File: src/rtl/complex_acc_dump.sv
// Integrate-and-dump stage for signed complex products: sums up to ACC_LEN samples per frame,
// then rounds, shifts and saturates the frame sum into a one-entry valid/ready output register.
module complex_acc_dump #(
    parameter int  IN_W    = 19,
    parameter int  ACC_LEN = 8,
    parameter int  SHIFT   = 3,
    parameter int  OUT_W   = 16,
    localparam int CNT_W   = $clog2(ACC_LEN + 1)
) (
    input  logic                    clk,
    input  logic                    rst_n,
    input  logic signed [IN_W-1:0]  in_re,
    input  logic signed [IN_W-1:0]  in_im,
    input  logic                    in_valid,
    input  logic                    in_last,
    output logic                    in_ready,
    output logic signed [OUT_W-1:0] out_re,
    output logic signed [OUT_W-1:0] out_im,
    output logic [CNT_W-1:0]        out_cnt,
    output logic                    out_sat,
    output logic                    out_valid,
    input  logic                    out_ready
);

    localparam int LOG_LEN = $clog2(ACC_LEN);
    localparam int ACC_W   = (LOG_LEN > 0) ? (IN_W + LOG_LEN) : (IN_W + 1);
    localparam int EXT_W   = ACC_W - IN_W;

    localparam logic [ACC_W:0]        ONE      = {{ACC_W{1'b0}}, 1'b1};
    localparam logic [ACC_W:0]        HALF     = (SHIFT > 0) ? (ONE << ((SHIFT > 0) ? (SHIFT - 1) : 0)) : '0;
    localparam logic signed [ACC_W:0] SAT_MAX  = {{(ACC_W - OUT_W + 2){1'b0}}, {(OUT_W - 1){1'b1}}};
    localparam logic signed [ACC_W:0] SAT_MIN  = ~SAT_MAX;
    localparam logic [CNT_W-1:0]      LAST_CNT = CNT_W'(ACC_LEN - 1);

    typedef enum logic [0:0] {
        ST_ACC  = 1'b0,
        ST_FULL = 1'b1
    } state_t;

    state_t                   state_r;
    state_t                   state_next_s;
    logic signed [ACC_W-1:0]  acc_re_r;
    logic signed [ACC_W-1:0]  acc_im_r;
    logic [CNT_W-1:0]         count_r;
    logic signed [ACC_W-1:0]  sum_re_s;
    logic signed [ACC_W-1:0]  sum_im_s;
    logic [OUT_W:0]           rs_re_s;
    logic [OUT_W:0]           rs_im_s;
    logic                     xfer_in_s;
    logic                     xfer_out_s;
    logic                     last_s;
    logic                     dump_s;

    // Round half-up, arithmetic shift, clamp; MSB of the result flags a clip.
    function automatic logic [OUT_W:0] round_sat(input logic signed [ACC_W-1:0] v);
        logic signed [ACC_W:0] r;
        logic signed [ACC_W:0] s;
        r = {v[ACC_W-1], v} + HALF;
        s = r >>> SHIFT;
        if (s > SAT_MAX) begin
            round_sat = {1'b1, SAT_MAX[OUT_W-1:0]};
        end else if (s < SAT_MIN) begin
            round_sat = {1'b1, SAT_MIN[OUT_W-1:0]};
        end else begin
            round_sat = {1'b0, s[OUT_W-1:0]};
        end
    endfunction

    // Handshakes, frame-close detection and the running sums.
    always_comb begin
        in_ready   = (state_r == ST_ACC) || out_ready;
        xfer_in_s  = in_valid && in_ready;
        xfer_out_s = out_valid && out_ready;
        last_s     = (count_r == LAST_CNT) || in_last;
        dump_s     = xfer_in_s && last_s;
        sum_re_s   = acc_re_r + {{EXT_W{in_re[IN_W-1]}}, in_re};
        sum_im_s   = acc_im_r + {{EXT_W{in_im[IN_W-1]}}, in_im};
        rs_re_s    = round_sat(sum_re_s);
        rs_im_s    = round_sat(sum_im_s);
    end

    // Next state: a dump fills the output; a drain without a refill empties it.
    always_comb begin
        state_next_s = state_r;
        case (state_r)
            ST_ACC: begin
                if (dump_s) begin
                    state_next_s = ST_FULL;
                end else begin
                    state_next_s = ST_ACC;
                end
            end
            ST_FULL: begin
                if (xfer_out_s && !dump_s) begin
                    state_next_s = ST_ACC;
                end else begin
                    state_next_s = ST_FULL;
                end
            end
            default: state_next_s = ST_ACC;
        endcase
    end

    // State register.
    always_ff @(posedge clk or negedge rst_n) begin
        if (!rst_n) begin
            state_r <= ST_ACC;
        end else begin
            state_r <= state_next_s;
        end
    end

    // Accumulator and sample counter; cleared when a frame is dumped.
    always_ff @(posedge clk or negedge rst_n) begin
        if (!rst_n) begin
            acc_re_r <= '0;
            acc_im_r <= '0;
            count_r  <= '0;
        end else if (xfer_in_s) begin
            if (last_s) begin
                acc_re_r <= '0;
                acc_im_r <= '0;
                count_r  <= '0;
            end else begin
                acc_re_r <= sum_re_s;
                acc_im_r <= sum_im_s;
                count_r  <= count_r + {{(CNT_W - 1){1'b0}}, 1'b1};
            end
        end
    end

    // Output register: loaded only on a dump, valid cleared on a drain without refill.
    always_ff @(posedge clk or negedge rst_n) begin
        if (!rst_n) begin
            out_re    <= '0;
            out_im    <= '0;
            out_cnt   <= '0;
            out_sat   <= 1'b0;
            out_valid <= 1'b0;
        end else if (dump_s) begin
            out_re    <= rs_re_s[OUT_W-1:0];
            out_im    <= rs_im_s[OUT_W-1:0];
            out_cnt   <= count_r + {{(CNT_W - 1){1'b0}}, 1'b1};
            out_sat   <= rs_re_s[OUT_W] | rs_im_s[OUT_W];
            out_valid <= 1'b1;
        end else if (xfer_out_s) begin
            out_valid <= 1'b0;
        end
    end

endmodule

File: config.mk
export PLATFORM = sky130hd
export DESIGN_NAME = complex_acc_dump
export DESIGN_NICKNAME = d
export VERILOG_FILES = /design/src/rtl/complex_acc_dump.sv
export SDC_FILE = /design/constraint.sdc
export NUM_CORES = 1
export LEC_CHECK = 0
export CAP_MARGIN = 20
export CORE_UTILIZATION = 57
export CTS_CLUSTER_SIZE = 10
export DETAILED_ROUTE_END_ITERATION = 6
export PLACE_DENSITY = 0.82
export SKIP_CTS_REPAIR_TIMING = 1
export SLEW_MARGIN = 10
export SYNTH_ARGS = -nofsm -noshare
export SYNTH_HDL_FRONTEND = slang
export SYNTH_SLANG_ARGS = --single-unit
File: constraint.sdc
create_clock -name clk -period 3.9 [get_ports clk]
set_input_delay 0.975 -clock clk [delete_from_list [all_inputs] [get_ports clk]]
set_output_delay 0.975 -clock clk [all_outputs]
set_load 0.02 [all_outputs]
## Word level (Yosys, flattened, before mapping)

Cells that the tools add are included.

- Add/subtract/negate cells: 5
- Order comparisons: 4
- Equal/unequal tests: 1
- Mux-type cells: 12
- Bitwise logic cells: 2
- Reduce and logical (&&, ||, !) cells: 8

Operators with widths:

| cell | count |
|---|---|
| 17-bit two-way mux | 4 |
| 22-bit by 4-bit adder with 23-bit output, second input constant | 2 |
| 22-bit adder | 2 |
| 22-bit two-way mux | 2 |
| 20-bit by 16-bit > comparator with 1-bit output, second input constant | 2 |
| 20-bit by 16-bit < comparator with 1-bit output, second input constant | 2 |
| 4-bit by 1-bit adder with 4-bit output, second input constant | 1 |
| 4-bit by 3-bit equality test with 1-bit output, second input constant | 1 |
| 1-bit logical AND | 4 |
| 1-bit two-way mux | 4 |
| 4-bit two-way mux | 1 |
| 1-bit logical OR | 2 |
| 1-bit one-hot mux with 2 select lines | 1 |
| 2-bit nonzero test | 1 |
| 1-bit logical NOT | 1 |
| 1-bit NOT | 1 |
| 1-bit bitwise OR | 1 |

- Bits in registers: 87
- Input bits: 43
- Output and inout bits: 39
- Word-level logic and storage cells: 41

## Logic depth before layout (Yosys ltp)

Gate-level depths: netlist (run 1).

- Depth after elaboration: 8
- Depth in mapped cells: 15
- Mapped depth without buffers: 14

## Worst setup path after synthesis (run 1)

OpenSTA, ideal clock, no wires.

- Path type: input port to flip-flop
- Start: in in_im[0]
- End: reg out_im[12]
- Library setup time: 0.132 ns
- Arrival: 4.032 ns
- Data required time: 3.768 ns
- Setup slack: -0.264 ns
- Cell stages on the path: 15
- Buffers on the path: 1
- Cell sequence: ha_1 -> inv_1 -> fa_1 -> nor2b_1 -> o211a_1 -> o311ai_0 -> nor3b_1 -> xnor2_1 -> nand4_1 -> or4_4 -> mux2i_1 -> a22o_2 -> buf_6 -> a21oi_1 -> o21ai_1

- Word-level cells in the longest chain between the ends: 5
- Elaborated cells between the ends (all ways): 6
- Those cells by class: add/sub (2); order compare (2); mux (2)

Ends and longest elaborated chain:

| element | line | text |
|---|---|---|
| from (decl) | 13 | `input logic signed [IN_W-1:0] in_im,` |
| 22-bit adder (*) | 77 | `sum_im_s = acc_im_r + {{EXT_W{in_im[IN_W-1]}}, in_im};` |
| 22-bit by 4-bit adder with 23-bit output (*) | 58 | `r = {v[ACC_W-1], v} + HALF;` |
| 20-bit by 16-bit < comparator with 1-bit output | 62 | `end else if (s < SAT_MIN) begin` |
| 17-bit two-way mux | 62 |  |
| 17-bit two-way mux (*) | 60 | `if (s > SAT_MAX) begin` |
| to (signal assigned) | 142 | `out_im <= rs_im_s[OUT_W-1:0];` |
| to (decl) | 18 | `output logic signed [OUT_W-1:0] out_im,` |

Every way passes the cells marked *; elsewhere a longest branch is shown, timed or not.
A chain may end at the register's enable or synchronous reset.

## Final worst setup path (run 1)

- Start: in in_im[1]
- End: reg out_sat

- Word-level cells in the longest chain between the ends: 6
- Elaborated cells between the ends (all ways): 7
- Those cells by class: add/sub (2); order compare (2); mux (2); bitwise (1)

Ends and longest elaborated chain:

| element | line | text |
|---|---|---|
| 22-bit adder (*) | 77 |  |
| 22-bit by 4-bit adder with 23-bit output (*) | 58 |  |
| 20-bit by 16-bit < comparator with 1-bit output | 62 |  |
| 17-bit two-way mux | 62 |  |
| 17-bit two-way mux (*) | 60 |  |
| 1-bit bitwise OR (*) | 144 | `out_sat <= rs_re_s[OUT_W] \| rs_im_s[OUT_W];` |
| to (signal assigned) | 144 |  |
| to (decl) | 20 | `output logic out_sat,` |

Marks and branches as above.

==> insert_results.sql, run 1 <==
INSERT INTO impl_metrics (metric_group, metric, value, unit) VALUES
('run_status', 'status', 'finished with violations', ''),
('run_status', 'failing_checks', 'negative setup slack', ''),
('worst_setup_path', 'worstSetupEndpointType', 'flip-flop', ''),
('hold_path', 'endpoint_with_the_worst_hold_slack', 'out_cnt[3]', ''),
('timing', 'min_tclk_post_route', '4.13', 'ns'),
('timing', 'finClkSkew', '0.00986', 'ns'),
('die', 'core_region_area', '11400', 'sq um'),
('synthesis', 'synth_enable_flop_cells', '0', ''),
('clock_network', 'cts-root-buf', 'sky130_fd_sc_hd__clkbuf_16', ''),
('placed_design', 'portBuffers', '81', ''),
('detailed_routing', 'remaining_drc_errors', '0', ''),
('detailed_routing', 'drt.antenna.violating_nets', '0', ''),
('synthesis', 'synth_cells', '758', ''),
('detailed_routing', 'drt-vias-per-instance', '6.85', ''),
('layout', 'area_growth_from_synthesis_to_layout', '57.9', '%'),
('power_and_ir_drop', 'power_leakage', '4.78', 'nW'),
('power_and_ir_drop', 'peak_supply_drop', '0.692', 'mV'),
('placed_design', 'dp.final_hpwl', '16500', 'um'),
('timing', 'final.period_utilization', '106', '%'),
('run', 'maxCapViolCount', '0', ''),
('placed_design', 'pre_cts_slack', '-0.879', 'ns'),
('synthesis', 'yosys_register_bits', '87', ''),
('timing', 'grt_setup_unrepaired', 'true', ''),
('layout', 'finalNonFillerCells', '1176', ''),
('timing', 'worst_slack', '-0.228', 'ns'),
('global_routing', 'largest_net_degree_at_the_start_of_global_routing', '42', ''),
('detailed_routing', 'num_vias', '8057', ''),
('placed_design', 'place.detailed.instances', '1127', ''),
('detailed_routing', 'drtIter0Drc', '1255', ''),
('worst_setup_path', 'critPathArrivalTime', '4.36', 'ns'),
('layout', 'fill_cells', '415', ''),
('clock_network', 'cts-root-to-sink-buffers', '2', ''),
('timing', 'final-setup-viol-count', '30', ''),
('global_routing', 'grt_pass1_vias', '6923', ''),
('layout', 'design.final.nets', '1118', ''),
('die', 'floorplan.initialDensity', '58.3', '%'),
('worst_setup_path', 'reg_to_reg_endpoint', 'out_sat', ''),
('worst_setup_path', 'worstSetupStartpointType', 'primary input', ''),
('global_routing', 'grt_antenna_before_repair', '0', ''),
('synthesis', 'syn-num-nets', '848', ''),
('synthesis', 'synth_sequential_area_ratio', '32.7', '%'),
('synthesis', 'number_of_warnings_reported_in_the_yosys_synthesis_log', '0', ''),
('hold_path', 'hold_path.class', 'reg2reg', ''),
('die', 'rows', '39', ''),
('global_routing', 'grt_first_pass_wirelength', '33700', 'um'),
('hold_path', 'min_delay_path_depth', '2', ''),
('synthesis', 'postSynth.asyncResetShare', '100', '%'),
('timing', 'timing.final.hold_violations', '0', ''),
('global_routing', 'globalRouteTotalUtil', '37.0', '%'),
('timing', 'maxSlewHeadroom', '36.9', '%'),
('layout', 'number_of_antenna_diodes', '0', ''),
('power_and_ir_drop', 'power.density', '1040', 'nW/um^2'),
('global_routing', 'grt.overflow.total', '0', ''),
('die', 'floorplan.die.width', '110', 'um'),
('detailed_routing', 'wl_per_cell', '24.1', 'um'),
('layout', 'final_layout_size_suffix_gt1_share', '39.2', '%'),
('worst_setup_path', 'worstSetupPathType', 'in2reg', ''),
('layout', 'most_frequent_standard_cell_in_the_layout_excluding_fill_and_tap_cells', 'sky130_fd_sc_hd__buf_4', ''),
('synthesis', 'synth_flop_cell', 'sky130_fd_sc_hd__dfrtp_1', ''),
('worst_setup_path', 'worst_reg_to_reg_setup_slack', '0.05', 'ns'),
('clock_network', 'total_number_of_h_tree_levels', '3', ''),
('timing', 'report.final.slew_viol_count', '0', ''),
('synthesis', 'mean_instance_size_in_the_synthesized_netlist', '8.77', 'sq um'),
('clock_network', 'cts.clk_slew.worst_paths', '0.07', 'ns'),
('worst_setup_path', 'worst_r2r_path_depth', '15', ''),
('synthesis', 'synthDistinctLibCells', '83', ''),
('timing', 'clock.fmax', '0.242', 'GHz'),
('worst_setup_path', 'timing.rr.start', 'acc_im_r[0]', ''),
('placed_design', 'routabilityCongestion', '0.975', ''),
('layout', 'finalCoreUtilization', '92.0', '%'),
('synthesis', 'netlist_area', '6650', 'sq um');
worst max-delay path by stage:
stage | startpoint | endpoint | cells after the start
6_report | in_im[1] | out_sat | 14
3_5_place_dp | in_im[0] | out_im[0] | 15
4_1_cts | in_im[0] | out_im[0] | 15
3_3_place_gp | in_im[0] | out_sat | 15
5_1_grt | in_im[1] | out_sat | 14
2_1_floorplan | in_im[0] | out_im[12] | 15
stage by stage:
stage	instance area, sq um	hold WS (ns)	setup TNS (ns)	power, mW
2_1_floorplan	6840	0.446	-1.66	5.19
3_3_place_gp	9000	0.453	-21.07	7.75
3_5_place_dp	9000	0.471	-25.47	8.03
4_1_cts	9310	0.486	-13.23	9.01
5_1_grt	10500	0.499	-5.60	11.3
6_report	10500	0.486	-2.86	10.9
final cells by class:
type,instances,area [sq um],area share (%)
Tap cell,143,179,1.70
Clock inverter,7,83.8,0.798
Inverter,20,75.1,0.715
Clock buffer,9,225,2.14
Timing Repair Buffer,292,2490,23.7
Multi-Input combinational cell,618,5270,50.2
Sequential cell,87,2180,20.7
kinds of logic (layout without fill, tap and decap cells):
| group | count (synthesis) | after routing | share of synthesized area, % |
|---|---|---|---|
| AO/OA/AOI/OAI | 241 | 242 | 25.3 |
| XOR/XNOR | 73 | 73 | 9.61 |
| adder cells (fa/ha/maj) | 47 | 47 | 9.07 |
| buffers and inverters | 55 | 328 | 4.19 |
| flip-flops | 87 | 87 | 32.7 |
| multiplexers | 2 | 2 | 0.301 |
| AND/OR/NAND/NOR | 253 | 254 | 18.8 |
flip-flops by register name, summed over array words and instances (netlist names):
name       count
acc_im_r      22
acc_re_r      22
count_r        4
out_cnt        4
out_im        16
out_re        16
out_sat        1
out_valid      1
state_r        1
power breakdown:
part	internal, mW	switching, mW	total (mW)
logic	3.94	4.37	8.31
registers	1.27	0.375	1.65
clock network	0.513	0.438	0.951
total	5.73	5.18	10.9
worst max-delay path, cell delays in order:
cell and delay, ns:
sky130_fd_sc_hd__dlymetal6s2s_1 0.15, sky130_fd_sc_hd__ha_1 0.34, sky130_fd_sc_hd__a211oi_2 0.29, sky130_fd_sc_hd__buf_4 0.19
sky130_fd_sc_hd__o21ai_4 0.11, sky130_fd_sc_hd__a22oi_2 0.30, sky130_fd_sc_hd__nor2_1 0.13, sky130_fd_sc_hd__a311oi_4 0.25
sky130_fd_sc_hd__nand4_1 0.18, sky130_fd_sc_hd__or4_4 0.59, sky130_fd_sc_hd__mux2i_4 0.23, sky130_fd_sc_hd__a22o_4 0.34
sky130_fd_sc_hd__nor3_2 0.18, sky130_fd_sc_hd__a31oi_1 0.11
cell usage after synthesis (10+ instances only):
cell | number | area, sq um
sky130_fd_sc_hd__xnor2_1 | 45 | 394
sky130_fd_sc_hd__nand2_1 | 93 | 349
sky130_fd_sc_hd__nor3_1 | 20 | 100
sky130_fd_sc_hd__a21oi_1 | 55 | 275
sky130_fd_sc_hd__ha_1 | 45 | 563
sky130_fd_sc_hd__nand3_1 | 14 | 70.1
sky130_fd_sc_hd__nor2_1 | 60 | 225
sky130_fd_sc_hd__clkbuf_1 | 20 | 75.1
sky130_fd_sc_hd__inv_1 | 20 | 75.1
sky130_fd_sc_hd__o21ai_0 | 50 | 250
sky130_fd_sc_hd__xor2_1 | 28 | 245
sky130_fd_sc_hd__nand4_1 | 14 | 87.6
sky130_fd_sc_hd__a22o_1 | 30 | 263
sky130_fd_sc_hd__o21ai_1 | 10 | 50.1
sky130_fd_sc_hd__dfrtp_1 | 87 | 2180
sky130_fd_sc_hd__o22a_1 | 12 | 105
layer usage:
layer	part of all wire, %	global-route usage (%)	routed length [um]	up-vias
li1	-	-	-	3319
met1	36	47.1	10300	3850
met2	47	61.8	13400	693
met3	11	6.58	3250	195
met4	5.4	15.5	1530	0
met5	0	0	0	-
Note: power is estimated with default switching activity, not from simulation.
==> run 2: changes to the inputs <==
CORE_UTILIZATION = 65   (was 57)
DONT_BUFFER_PORTS = 1   (was not set)
PLACE_DENSITY = 0.81   (was 0.82)
RECOVER_POWER = 25   (was not set)
SKIP_CTS_REPAIR_TIMING = not set   (was 1)
==> run 2 against run 1 <==
  * The flow now finishes without violations
  * Cell area shrank 22%
  * Setup slack gained 0.31 ns
  * Cell count shrank 14%
  * Combinational power shrank 29%
  * Register-to-register slack gained 0.21 ns
  * Highest routed layer unchanged
  * Core utilization shrank 9.4 points
  * Critical path type unchanged
  * Via count shrank 19%
  * Maximum frequency grew 8.0%
  * Clock power shrank 33%
  * Largest cell class unchanged
  * Largest power group unchanged
  * Power shrank 24%
==> insert_results.sql, run 2 (same netlist as run 1, synthesis figures left out) <==
INSERT INTO impl_metrics (metric_group, metric, value, unit) VALUES
('timing', 'report.final.slew_viol_count', '0', ''),
('clock_network', 'clock_sinks', '87', ''),
('worst_setup_path', 'worst_r2r_path_depth', '14', ''),
('layout', 'final_layout_size_suffix_gt1_share', '26.6', '%'),
('power_and_ir_drop', 'power_leakage', '3.70', 'nW'),
('timing', 'timing.final.hold_violations', '0', ''),
('die', 'die_h', '103', 'um'),
('power_and_ir_drop', 'peak_supply_drop', '0.561', 'mV'),
('layout', 'number_of_antenna_diodes', '0', ''),
('die', 'floorplan.initialDensity', '67.4', '%'),
('clock_network', 'worst_skew_pair.late_latency', '0.39', 'ns'),
('die', 'floorplan.io_pins', '82', ''),
('worst_setup_path', 'worstSetupPathType', 'in2reg', ''),
('die', 'core_region_area', '9860', 'sq um'),
('global_routing', 'grt.busiest_layer', 'met2', ''),
('detailed_routing', 'drt-vias-per-instance', '6.44', ''),
('worst_setup_path', 'worstSetupEndpointType', 'flip-flop', ''),
('detailed_routing', 'wl_per_cell', '20.2', 'um'),
('layout', 'area_growth_from_synthesis_to_layout', '22.5', '%'),
('clock_network', 'total_number_of_h_tree_levels', '3', ''),
('worst_setup_path', 'critPathArrivalTime', '4.08', 'ns'),
('clock_network', 'cts-root-buf', 'sky130_fd_sc_hd__clkbuf_8', ''),
('global_routing', 'grt.overflow.total', '0', ''),
('timing', 'clock.fmax', '0.262', 'GHz'),
('die', 'floorplan.die.width', '103', 'um'),
('timing', 'final.period_utilization', '98.0', '%'),
('detailed_routing', 'drt.antenna.violating_nets', '0', ''),
('detailed_routing', 'num_vias', '6492', ''),
('placed_design', 'portBuffers', '0', ''),
('detailed_routing', 'route.final.wire_length', '20300', 'um'),
('timing', 'min_tclk_post_route', '3.82', 'ns'),
('clock_network', 'post_cts_hold_buffer_count', '0', ''),
('layout', 'finalNonFillerCells', '1008', ''),
('clock_network', 'cts.clk_slew.worst_paths', '0.10', 'ns'),
('placed_design', 'dp.final_hpwl', '15100', 'um'),
('layout', 'layout.cells.most_common_list', '133 x sky130_fd_sc_hd__buf_4, 93 x sky130_fd_sc_hd__nand2_1, 87 x sky130_fd_sc_hd__dfrtp_1', ''),
('worst_setup_path', 'worstSetupStartpointType', 'primary input', ''),
('clock_network', 'clock_buffer_count_from_cts', '9', ''),
('timing', 'finClkSkew', '0.0165', 'ns'),
('timing', 'tightest_slew', '0.819', 'ns'),
('run', 'maxCapViolCount', '0', ''),
('worst_setup_path', 'worst_reg_to_reg_setup_slack', '0.26', 'ns'),
('layout', 'finalCoreUtilization', '82.6', '%'),
('hold_path', 'hold_path.class', 'in2async', ''),
('detailed_routing', 'drtIter0Drc', '402', ''),
('placed_design', 'place.detailed.instances', '989', ''),
('worst_setup_path', 'timing.critical_path.required', '4.16', 'ns'),
('global_routing', 'largest_net_degree_at_the_start_of_global_routing', '88', ''),
('layout', 'design.final.nets', '960', ''),
('layout', 'reg.largest.list', 'acc_im_r x22, acc_re_r x22', ''),
('run_status', 'status', 'complete, no violations', ''),
('global_routing', 'grt_first_pass_wirelength', '30900', 'um'),
('detailed_routing', 'remaining_drc_errors', '0', ''),
('clock_network', 'cts_tree', 'built', ''),
('timing', 'final.hold.worst_slack', '0.277', 'ns'),
('die', 'rows', '36', ''),
('timing', 'maxSlewHeadroom', '45.3', '%'),
('global_routing', 'globalRouteTotalUtil', '38.4', '%'),
('placed_design', 'routabilityCongestion', '0.969', ''),
('global_routing', 'grtUsageMet2', '62.3', '%'),
('global_routing', 'grt_pass1_vias', '6297', ''),
('global_routing', 'groute.layer.met3.usage', '9.36', '%'),
('layout', 'most_frequent_standard_cell_in_the_layout_excluding_fill_and_tap_cells', 'sky130_fd_sc_hd__buf_4', ''),
('die', 'design.die.area', '10600', 'sq um'),
('global_routing', 'groute.layer.met1.usage', '49.3', '%'),
('worst_setup_path', 'crit_fanout', '9', ''),
('power_and_ir_drop', 'power.density', '1020', 'nW/um^2'),
('timing', 'final-setup-viol-count', '0', ''),
('global_routing', 'grt_antenna_before_repair', '0', ''),
('clock_network', 'cts-root-to-sink-buffers', '2', ''),
('detailed_routing', 'drt_pre_antenna_iters', '5', '');
[run 2: cell types whose count changed in the layout (fill, tap and decap cells not counted), moves of 6 or more]
cell,delta
sky130_fd_sc_hd__o21ai_0,+8
sky130_fd_sc_hd__nor2_2,-9
sky130_fd_sc_hd__a21oi_1,+16
sky130_fd_sc_hd__nor2_1,+13
sky130_fd_sc_hd__ha_4,-27
sky130_fd_sc_hd__dlymetal6s2s_1,-25
sky130_fd_sc_hd__clkdlybuf4s50_1,-51
sky130_fd_sc_hd__buf_4,-72
sky130_fd_sc_hd__clkbuf_8,+9
sky130_fd_sc_hd__o21ai_1,-6
sky130_fd_sc_hd__clkbuf_16,-9
sky130_fd_sc_hd__ha_1,+26
sky130_fd_sc_hd__a21oi_2,-12
[run 2: what timing repair did]
item / CTS / global route
buffers inserted: 0 / 3
endpoints found under the setup margin: 0 / 31
gates resized for setup: 0 / 21
hold endpoints to repair: 0 / 0
[run 2: metrics by stage]
step	worst slack (ns)	cell area, sq um	setup TNS [ns]	total power [mW]
floorplan	-0.110	6840	-1.66	5.19
global placement	-0.208	7830	-3.75	7.09
detailed placement	-0.305	7830	-7.48	7.36
CTS	0.0401	8020	0	8.04
global route	-0.0328	8150	-0.0971	8.82
finish	0.0786	8150	0	8.31
[run 2: per-layer routing]
metal  part of all wire (%)  vias to the layer above
li1                       -                     3012
met1                     42                     3112
met2                     47                      312
met3                    8.3                       56
met4                    3.0                        0
met5                      0                        -
[run 2: worst max-delay path: stages]
cell and delay, ns:
sky130_fd_sc_hd__ha_1 0.32, sky130_fd_sc_hd__a211oi_2 0.28, sky130_fd_sc_hd__buf_4 0.17, sky130_fd_sc_hd__o21ai_2 0.10, sky130_fd_sc_hd__a22oi_2 0.27, sky130_fd_sc_hd__nor2_1 0.10, sky130_fd_sc_hd__a311oi_2 0.28, sky130_fd_sc_hd__nand4_1 0.17
sky130_fd_sc_hd__or4_4 0.58, sky130_fd_sc_hd__mux2i_1 0.16, sky130_fd_sc_hd__a22o_4 0.31, sky130_fd_sc_hd__buf_12 0.16, sky130_fd_sc_hd__a21oi_2 0.10, sky130_fd_sc_hd__o21ai_1 0.09
[run 2: worst paths after layout]
check                                  from            to
worst max-delay path               in_im[1]     out_im[9]
worst min-delay path                  rst_n  acc_re_r[17]
worst max register to register  acc_im_r[1]     out_im[9]
worst min register to register      state_r       state_r
max in group asynchronous             rst_n   acc_im_r[2]
min in group clk                    state_r       state_r
[run 2: area by class of cell]
type | count | area [sq um]
multi-input combinational | 616 | 4480
clock inverter | 7 | 67.6
timing repair buffer | 136 | 1060
clock buffer | 9 | 124
tap | 133 | 166
inverter | 20 | 75.1
fill | 608 | 1720
sequential | 87 | 2180
[run 2: power by group]
part | switching [mW] | total, mW | internal, mW
registers | 0.513 | 1.78 | 1.27
logic | 3.15 | 5.89 | 2.74
clock network | 0.387 | 0.634 | 0.247
total | 4.05 | 8.31 | 4.26
==> run 3: changes to the inputs <==
CORE_UTILIZATION = 60   (was 65)
PLACE_DENSITY = 0.76   (was 0.81)
==> run 3 against run 2 <==
  * Cell count increased by 0.79%
  * Highest routed layer unchanged
  * Critical path type unchanged
  * Power fell by 2.7%
  * Largest cell class unchanged
  * Register-to-register slack hardly changed
==> insert_results.sql, run 3 (same netlist as run 1, synthesis figures left out) <==
INSERT INTO impl_metrics (metric_group, metric, value, unit) VALUES
('worst_setup_path', 'cp.buffers_inverters', '2', ''),
('power_and_ir_drop', 'power.density', '1000', 'nW/um^2'),
('layout', 'design.final.nets', '961', ''),
('clock_network', 'cts.clk_slew.worst_paths', '0.11', 'ns'),
('detailed_routing', 'drtIter0Drc', '410', ''),
('placed_design', 'portBuffers', '0', ''),
('worst_setup_path', 'worst_reg_to_reg_setup_slack', '0.25', 'ns'),
('timing', 'maxSlewHeadroom', '46.9', '%'),
('power_and_ir_drop', 'power_leakage', '3.67', 'nW'),
('worst_setup_path', 'reg_to_reg_endpoint', 'out_im[13]', ''),
('clock_network', 'worst_skew_pair.late_latency', '0.38', 'ns'),
('layout', 'fill_cells', '809', ''),
('worst_setup_path', 'critPathArrivalTime', '4.08', 'ns'),
('die', 'floorplan.die.width', '107', 'um'),
('timing', 'timing.final.hold_violations', '0', ''),
('layout', 'finalNonFillerCells', '1016', ''),
('worst_setup_path', 'worst_r2r_path_depth', '15', ''),
('detailed_routing', 'drt-vias-per-instance', '6.24', ''),
('detailed_routing', 'drt.antenna.violating_nets', '0', ''),
('placed_design', 'place.detailed.instances', '999', ''),
('global_routing', 'grt_pass1_vias', '6298', ''),
('clock_network', 'clock_sinks', '87', ''),
('clock_network', 'cts_tree', 'built', ''),
('timing', 'final.period_utilization', '98.0', '%'),
('detailed_routing', 'remaining_drc_errors', '0', ''),
('layout', 'seq_area', '2180', 'sq um'),
('global_routing', 'globalRouteTotalUtil', '34.1', '%'),
('die', 'floorplan.initialDensity', '61.4', '%'),
('placed_design', 'dp.final_hpwl', '14800', 'um'),
('worst_setup_path', 'critPathSlowestCell', 'sky130_fd_sc_hd__or4_4', ''),
('clock_network', 'cts-root-to-sink-buffers', '2', ''),
('worst_setup_path', 'timing.rr.start', 'acc_im_r[0]', ''),
('hold_path', 'hold_path.class', 'in2async', ''),
('timing', 'grt_setup_unrepaired', 'true', ''),
('die', 'die_h', '107', 'um'),
('worst_setup_path', 'crit_fanout', '9', ''),
('layout', 'area_growth_from_synthesis_to_layout', '21.5', '%'),
('timing', 'tightest_slew', '0.795', 'ns'),
('worst_setup_path', 'critical_path_depth', '15', ''),
('worst_setup_path', 'worstSetupEndpointType', 'flip-flop', ''),
('layout', 'area_of_the_multi_input_gates', '4390', 'sq um'),
('global_routing', 'grt_first_pass_wirelength', '30400', 'um'),
('worst_setup_path', 'cells_traversed_along_the_worst_timing_path', 'ha_4 > inv_2 > fa_2 > nor2b_1 > o211a_1 > o31a_1 > nor2b_2 > xnor2_2 > or3_1 > or4_4 > mux2i_1 > a22o_2 > buf_12 > a21oi_2 > o21ai_1', ''),
('clock_network', 'clock_buffer_count_from_cts', '9', ''),
('worst_setup_path', 'worstSetupPathType', 'in2reg', ''),
('global_routing', 'grt_antenna_before_repair', '0', ''),
('worst_setup_path', 'crit_end', 'out_im[13]', ''),
('worst_setup_path', 'worst_path_largest_cell_delay', '0.55', 'ns'),
('clock_network', 'post_cts_hold_buffer_count', '0', ''),
('clock_network', 'cts-root-buf', 'sky130_fd_sc_hd__clkbuf_8', ''),
('layout', 'reg.largest.list', 'acc_im_r x22, acc_re_r x22', ''),
('global_routing', 'grt.overflow.total', '0', ''),
('placed_design', 'routabilityCongestion', '0.921', ''),
('worst_setup_path', 'timing_startpoint_of_the_critical_path', 'in_im[0]', ''),
('layout', 'most_frequent_standard_cell_in_the_layout_excluding_fill_and_tap_cells', 'sky130_fd_sc_hd__buf_4', ''),
('worst_setup_path', 'timing.critical_path.required', '4.15', 'ns'),
('clock_network', 'total_number_of_h_tree_levels', '3', ''),
('timing', 'final-setup-viol-count', '0', ''),
('global_routing', 'largest_net_degree_at_the_start_of_global_routing', '88', ''),
('detailed_routing', 'drt_pre_antenna_iters', '5', ''),
('layout', 'layout.cells.most_common_list', '134 x sky130_fd_sc_hd__buf_4, 93 x sky130_fd_sc_hd__nand2_1, 87 x sky130_fd_sc_hd__dfrtp_1', ''),
('die', 'floorplan.io_pins', '82', ''),
('layout', 'final_layout_size_suffix_gt1_share', '24.9', '%'),
('timing', 'fin_tns_setup', '0', 'ns'),
('die', 'core_region_area', '10800', 'sq um'),
('timing', 'finClkSkew', '0.0219', 'ns'),
('worst_setup_path', 'worstSetupStartpointType', 'primary input', ''),
('layout', 'number_of_antenna_diodes', '0', ''),
('timing', 'report.final.slew_viol_count', '0', ''),
('layout', 'finalCoreUtilization', '74.5', '%'),
('timing', 'clock.fmax', '0.262', 'GHz'),
('timing', 'min_tclk_post_route', '3.82', 'ns'),
('detailed_routing', 'route.final.wire_length', '19200', 'um'),
('run', 'maxCapViolCount', '0', ''),
('run_status', 'status', 'complete, no violations', ''),
('power_and_ir_drop', 'peak_supply_drop', '0.531', 'mV'),
('die', 'rows', '38', ''),
('die', 'design.die.area', '11500', 'sq um'),
('detailed_routing', 'wl_per_cell', '18.9', 'um'),
('detailed_routing', 'num_vias', '6339', ''),
('worst_setup_path', 'worst_path_dominant_cell_family', 'simple AND/OR/NAND/NOR gates', '');
-- run 3: cell types whose count changed in the layout (fill, tap and decap cells not counted), moves of 2 or more --
cell / change
sky130_fd_sc_hd__o21ai_0: +3
sky130_fd_sc_hd__o21ai_1: -3
sky130_fd_sc_hd__xor2_1: +3
sky130_fd_sc_hd__xor2_2: -3
sky130_fd_sc_hd__a21oi_1: +2
sky130_fd_sc_hd__a21oi_2: -2
sky130_fd_sc_hd__clkinv_4: -2
sky130_fd_sc_hd__nor2_1: +2
sky130_fd_sc_hd__nor2_2: -2
-- run 3: area by class of cell --
class,count,share of cell area (%)
repair buffers,137,13.2
clock buffers,10,1.58
well taps,140,2.17
clock inverters,6,0.898
multi-input cells,616,54.3
flip-flops and latches,87,26.9
inverters,20,0.929
-- run 3: worst min path at each step --
stage	start	to	cells past startpoint
4_1_cts	rst_n	acc_im_r[14]	0
2_1_floorplan	state_r	state_r	2
5_1_grt	rst_n	out_im[3]	0
6_report	rst_n	acc_im_r[14]	0
3_3_place_gp	state_r	state_r	2
3_5_place_dp	state_r	state_r	2
-- run 3: timing repair --
| item | CTS | global route |
|---|---|---|
| gates resized for setup | 0 | 2 |
| setup buffers | 0 | 1 |
| setup endpoints to repair | 0 | 20 |
-- run 3: through the flow --
step	hold slack, ns	power [mW]	area (sq um)	setup WS [ns]
3_3_place_gp	0.470	7.11	7860	-0.216
6_report	0.293	8.09	8080	0.0771
4_1_cts	0.264	8.01	8060	0.107
2_1_floorplan	0.446	5.19	6840	-0.110
5_1_grt	0.261	8.66	8080	-0.00943
3_5_place_dp	0.477	7.30	7860	-0.270
-- run 3: power by group --
group	internal, mW	switching, mW
Clock	0.307	0.372
Sequential	1.27	0.514
Combinational	2.68	2.95
Total	4.25	3.83
-- run 3: metal layers --
layer / track usage, % / part of all wire [%] / vias up
met5: 0 / 0 / -
met4: 13.1 / 2.7 / 0
met3: 7.08 / 8.2 / 51
met2: 55.0 / 45 / 263
met1: 45.0 / 44 / 3020
li1: - / - / 3005
==> edit 1, RTL diff (settings of run 3) <==
Put one more register stage on the output `out_cnt`, with the module's reset. The value now appears one clock later. The other outputs are not delayed to match.
--- a/src/rtl/complex_acc_dump.sv
+++ b/src/rtl/complex_acc_dump.sv
@@ -38,2 +38,4 @@
     } state_t;
+
+    logic [CNT_W-1:0] out_cnt_s0;
 
@@ -136,3 +138,3 @@
             out_im    <= '0;
-            out_cnt   <= '0;
+            out_cnt_s0 <= '0;
             out_sat   <= 1'b0;
@@ -142,3 +144,3 @@
             out_im    <= rs_im_s[OUT_W-1:0];
-            out_cnt   <= count_r + {{(CNT_W - 1){1'b0}}, 1'b1};
+            out_cnt_s0 <= count_r + {{(CNT_W - 1){1'b0}}, 1'b1};
             out_sat   <= rs_re_s[OUT_W] | rs_im_s[OUT_W];
@@ -150,2 +152,10 @@
 
+    always_ff @(posedge clk or negedge rst_n) begin
+        if (!rst_n) begin
+            out_cnt <= '0;
+        end else begin
+            out_cnt <= out_cnt_s0;
+        end
+    end
+
 endmodule
Check against the original RTL: not equivalent (Yosys sat finds a counterexample within 4 cycles, from zero or initial values and one cycle with rst_n low).
==> edit 1 against run 3 <==
The run now ends with setup timing left; total power rose by 7.8%; final area rose by 10%; non-clock buffer count rose by 47; combinational power rose by 7.1%; clock power rose by 30%; wire length rose by 10%; critical path depth did not move; global-route usage rose by 0.97 points; synthesized area rose by 3.7%; setup slack got worse by 0.12 ns; sequential share of layout area fell by 1.4 points; sequential cell count rose by 4; critical endpoint is now out_im[2].
==> edit 1: results (changes against run 3) <==
all-layer global routing usage: 0.3512 (+0.009669)
Worst Path Arrival: 4.18 ns (+0.10 ns)
routed wire length per instance: 19.32 um (+2.4%)
outcome: finished with violations
Worst Tran Pin Value: 0.8807 ns (+0.08578 ns)
global-route wire length before repair: 32.20 mm (+5.8%)
filler cell count: 748 (-7.5%)
sequential cell area fraction in the yosys report: 0.3302 (+0.002875)
met1 GRT Util: 0.4569 (+0.006517)
CTS root buf: clkbuf_16
Synthesized Nets: 876 (+3.3%)
capturing point of the worst reg2reg path: out_re[1]
mux cell area share after synthesis: 0.008345 (+0.005336)
share of cells above drive strength 1: 0.3082 (+0.05932)
Setup WS pre-CTS: -0.4295 ns (-0.1597 ns)
Final setup violation count: 18 (+18)
P_leak: 4.056 nW (+10%)
Comb pwr share: 0.691 (-0.004)
vias in the first global route: 6739 (+7.0%)
wl on met1: 9.124 mm (+7.9%)
Net Sw Frac: 0.4664 (-0.007555)
post-route core utilization: 0.8068 (+0.06133)
worst skew pair latency: 0.36 ns (-0.02 ns)
failing checks: setup timing
Max Clock Skew: 0.008607 ns (-0.01332 ns)
Detailed Place HPWL: 15.25 mm (+2.8%)
worst setup margin: -0.03951 ns (-0.1166 ns)
GPL Wtd Cong: 0.9380 (+1.9%)
met3 WL: 1.589 mm (+1.5%)
clock-pin slew on the worst setup and hold paths: 0.08 ns (-0.03 ns)
XOR/XNOR Fraction of Synth Area: 0.06586 (-0.03027)
Cells after Synth: 786 (+3.7%)
WL met2: 9.939 mm (+15%)
drt pass-1 iters: 6 (+1)
M3 GR Usage: 0.07950 (+0.008675)
Post-Synth Adder-Cell Area: 0.08745 (-0.003224)
Clock power frac: 0.102 (+0.018)
Setup TNS Final: -0.4971 ns (-0.4971 ns)
Commonest cells post-synth: dfrtp_1 (91), nand2_1 (88), a21oi_1 (64)
largest net degree at the start of global routing: 92 (+4.5%)
==> edit 1: cell types whose count changed after synthesis, moves of 7 or more <==
cell / delta
xor2_1: -13
o21ai_0: +12
o22a_1: -12
a21o_1: +10
a21oi_2: +10
xnor2_1: -10
a21oi_1: +9
and2_1: +9
nor3_1: -8
or3_1: +7
==> edit 1: area by class of cell <==
class | count | area share
multi-input combinational | 647 | 0.5264
clock inverter | 7 | 0.008154
tap | 140 | 0.01968
sequential | 91 | 0.2559
inverter | 16 | 0.006748
clock buffer | 9 | 0.02531
timing repair buffer | 184 | 0.1579
==> edit 1: worst reg2reg max path: cells and delay by family, from the launching register on <==
| kind | cells | cell delay (ns) |
|---|---|---|
| simple gates | 6 | 1.52 |
| compound gates | 4 | 0.94 |
| flops | 1 | 0.39 |
| fa+ha+maj | 1 | 0.39 |
| xor+xnor | 1 | 0.21 |
| buf+inv | 1 | 0.21 |
==> edit 2, RTL diff (flow settings as in run 3) <==
Without the edit above. `ACC_LEN`: 8 -> 4.
--- a/src/rtl/complex_acc_dump.sv
+++ b/src/rtl/complex_acc_dump.sv
@@ -4,3 +4,3 @@
     parameter int  IN_W    = 19,
-    parameter int  ACC_LEN = 8,
+    parameter int  ACC_LEN = 4,
     parameter int  SHIFT   = 3,
Interface: changed (resized out_cnt); port bits go from 82 to 81. No check against the original RTL was run, so the function may have changed too.
==> edit 2 against run 3 <==
Synthesized area fell by 0.66%; critical path depth down 1; final area fell by 2.9%; setup slack better by 0.12 ns; sequential cell count decreased by 4; total power fell by 2.5%; clock skew fell by 0.0063 ns; wire length shrank 3.1%; cell count fell by 5.2%; via count fell by 2.9%; critical endpoint is now out_im[14].
==> edit 2: results (changes against run 3) <==
outcome: completed
capturing point of the worst reg2reg path: out_im[14]
share of cells above drive strength 1: 0.2285 (-0.02032)
PortBufs: 0 (unchanged)
WL final: 18.57 mm (-3.1%)
drt pass-1 iters: 7 (+2)
Reg2Reg Depth: 14 (-1)
DR vias: 6156 (-2.9%)
CTS Buf Count: 9 (unchanged)
Register-to-Register Setup Slack: 0.36 ns (+0.11 ns)
GPL Wtd Cong: 0.9380 (+1.9%)
async set or reset register ratio after synthesis: 1.000 (unchanged)
syn avg cell area: 9.127 um2 (+4.0%)
Net Sw Frac: 0.4737 (about the same)
Worst Path Arrival: 3.96 ns (-0.12 ns)
sequential cell area fraction in the yosys report: 0.3143 (-0.01298)
Worst Hold Class: primary input to asynchronous set/reset pin
largest net degree at the start of global routing: 84 (-4.5%)
all-layer global routing usage: 0.3414 (about the same)
Nets: 912 (-5.1%)
Setup WS pre-CTS: -0.1766 ns (+0.09313 ns)
Syn. warnings: 0 (unchanged)
Post-CTS Setup Inserts: 0 (unchanged)
ys flop type: dfrtp_1
Commonest cells post-synth: dfrtp_1 (83), nand2_1 (64), nor2_1 (56)
largest registers: acc_im_r x21, acc_re_r x21
Worst Tran Pin Value: 0.8318 ns (+0.03681 ns)
worst setup path start: in_im[0]
global-route wire length before repair: 30.49 mm (+0.16%)
CTS root buf: clkbuf_8
initial drt markers: 412 (+0.49%)
vias in the first global route: 6375 (+1.2%)
Netlist cell types: 84 (+1.2%)
Tmin final: 3.706 ns (-0.1172 ns)
n_diodes: 0 (unchanged)
reg2reg start: acc_im_r[0]
Synthesized Nets: 813 (-4.1%)
CTS max path bufs: 2 (unchanged)
worst skew pair latency: 0.38 ns (about the same)
antenna violations before repair: 0 (unchanged)
Max Clock Skew: 0.01560 ns (-0.006330 ns)
Detailed Place HPWL: 14.01 mm (-5.5%)
P_leak: 3.548 nW (-3.4%)
Max VDD drop: 0.5469 mV (+2.9%)
CTS H-Tree Depth: 3 (unchanged)
Inst Count DP: 948 (-5.1%)
Area contributors post-synth: dfrtp_1 (31%), ha_1 (8.3%), a22o_1 (4.1%)
Crit Path Max Fanout: 7 (-2)
routed vias/inst: 6.393 (+2.5%)
clock-pin slew on the worst setup and hold paths: 0.09 ns (-0.02 ns)
==> edit 2: changes by cell type after synthesis, sizes merged, moves of 10 or more <==
cell,before,now
nand2,93,67
o21ai,62,37
o22a,13,30
xnor2,45,29
clkbuf,26,16
a21oi,56,36
==> edit 2: cell type report <==
type	instances	area [um2]
multi-input combinational	591	4403
fill	781	2664
sequential	83	2077
timing repair buffer	120	925.9
tap	136	170.2
clock buffer	11	151.4
inverter	18	67.56
clock inverter	4	50.05
==> edit 2: power by group through the flow <==
stage          Clock (mW)  Combinational, mW  Sequential [mW]
2_1_floorplan           0               3.54             1.63
3_3_place_gp            0               5.19             1.73
3_5_place_dp            0               5.36             1.75
4_1_cts             0.665               5.42             1.74
5_1_grt             0.707               5.98             1.78
6_report            0.662               5.49             1.74
==> edit 2: critical path, cell delays in order <==
cell	delay, ns
ha_4	0.11
inv_2	0.03
fa_2	0.35
nand2b_4	0.17
a211oi_4	0.40
o21ai_2	0.16
o31a_1	0.40
xnor2_2	0.21
nand4_2	0.11
or3_4	0.36
a211oi_4	0.25
buf_4	0.19
nor2_1	0.06
o22a_1	0.18
==> edit 2: kinds of logic after synthesis <==
| family | after synthesis | synth area share |
|---|---|---|
| XOR/XNOR | 52 | 0.07631 |
| flip-flops | 83 | 0.3143 |
| adder cells (fa/ha/maj) | 46 | 0.08938 |
| multiplexers | 4 | 0.006060 |
| AO/OA/AOI/OAI | 239 | 0.2827 |
| buffers and inverters | 50 | 0.03427 |
| AND/OR/NAND/NOR | 250 | 0.1969 |
==> edit 2: routing by layer <==
metal  vias to the layer above  track usage  wire (um)
li1                       2946            -          -
met1                      2957       0.4074       7672
met2                       199       0.5829       9142
met3                        54      0.08267       1152
met4                         0       0.1507        606
met5                         -            0          0
==> edit 2: worst max-delay path by stage <==
stage | end | cells past startpoint
2_1_floorplan | out_im[14] | 14
3_3_place_gp | out_im[3] | 14
3_5_place_dp | out_im[6] | 14
4_1_cts | out_im[14] | 14
5_1_grt | out_im[14] | 14
6_report | out_im[14] | 14
==> edit 2: timing repair <==
action,in CTS,in global routing
hold buffers,0,0
endpoints found under the setup margin,0,2
resized for setup,0,2
endpoints found under the hold margin,0,0
==> edit 2: through the flow <==
step	instance area [um2]	hold WS, ns	power, mW	utilization
3_3_place_gp	7631	0.4593	6.927	0.7262
5_1_grt	7845	0.2569	8.462	0.7465
2_1_floorplan	6693	0.4460	5.170	-
4_1_cts	7833	0.2647	7.818	0.7453
6_report	7845	0.2734	7.887	0.7465
3_5_place_dp	7631	0.4819	7.114	0.7262
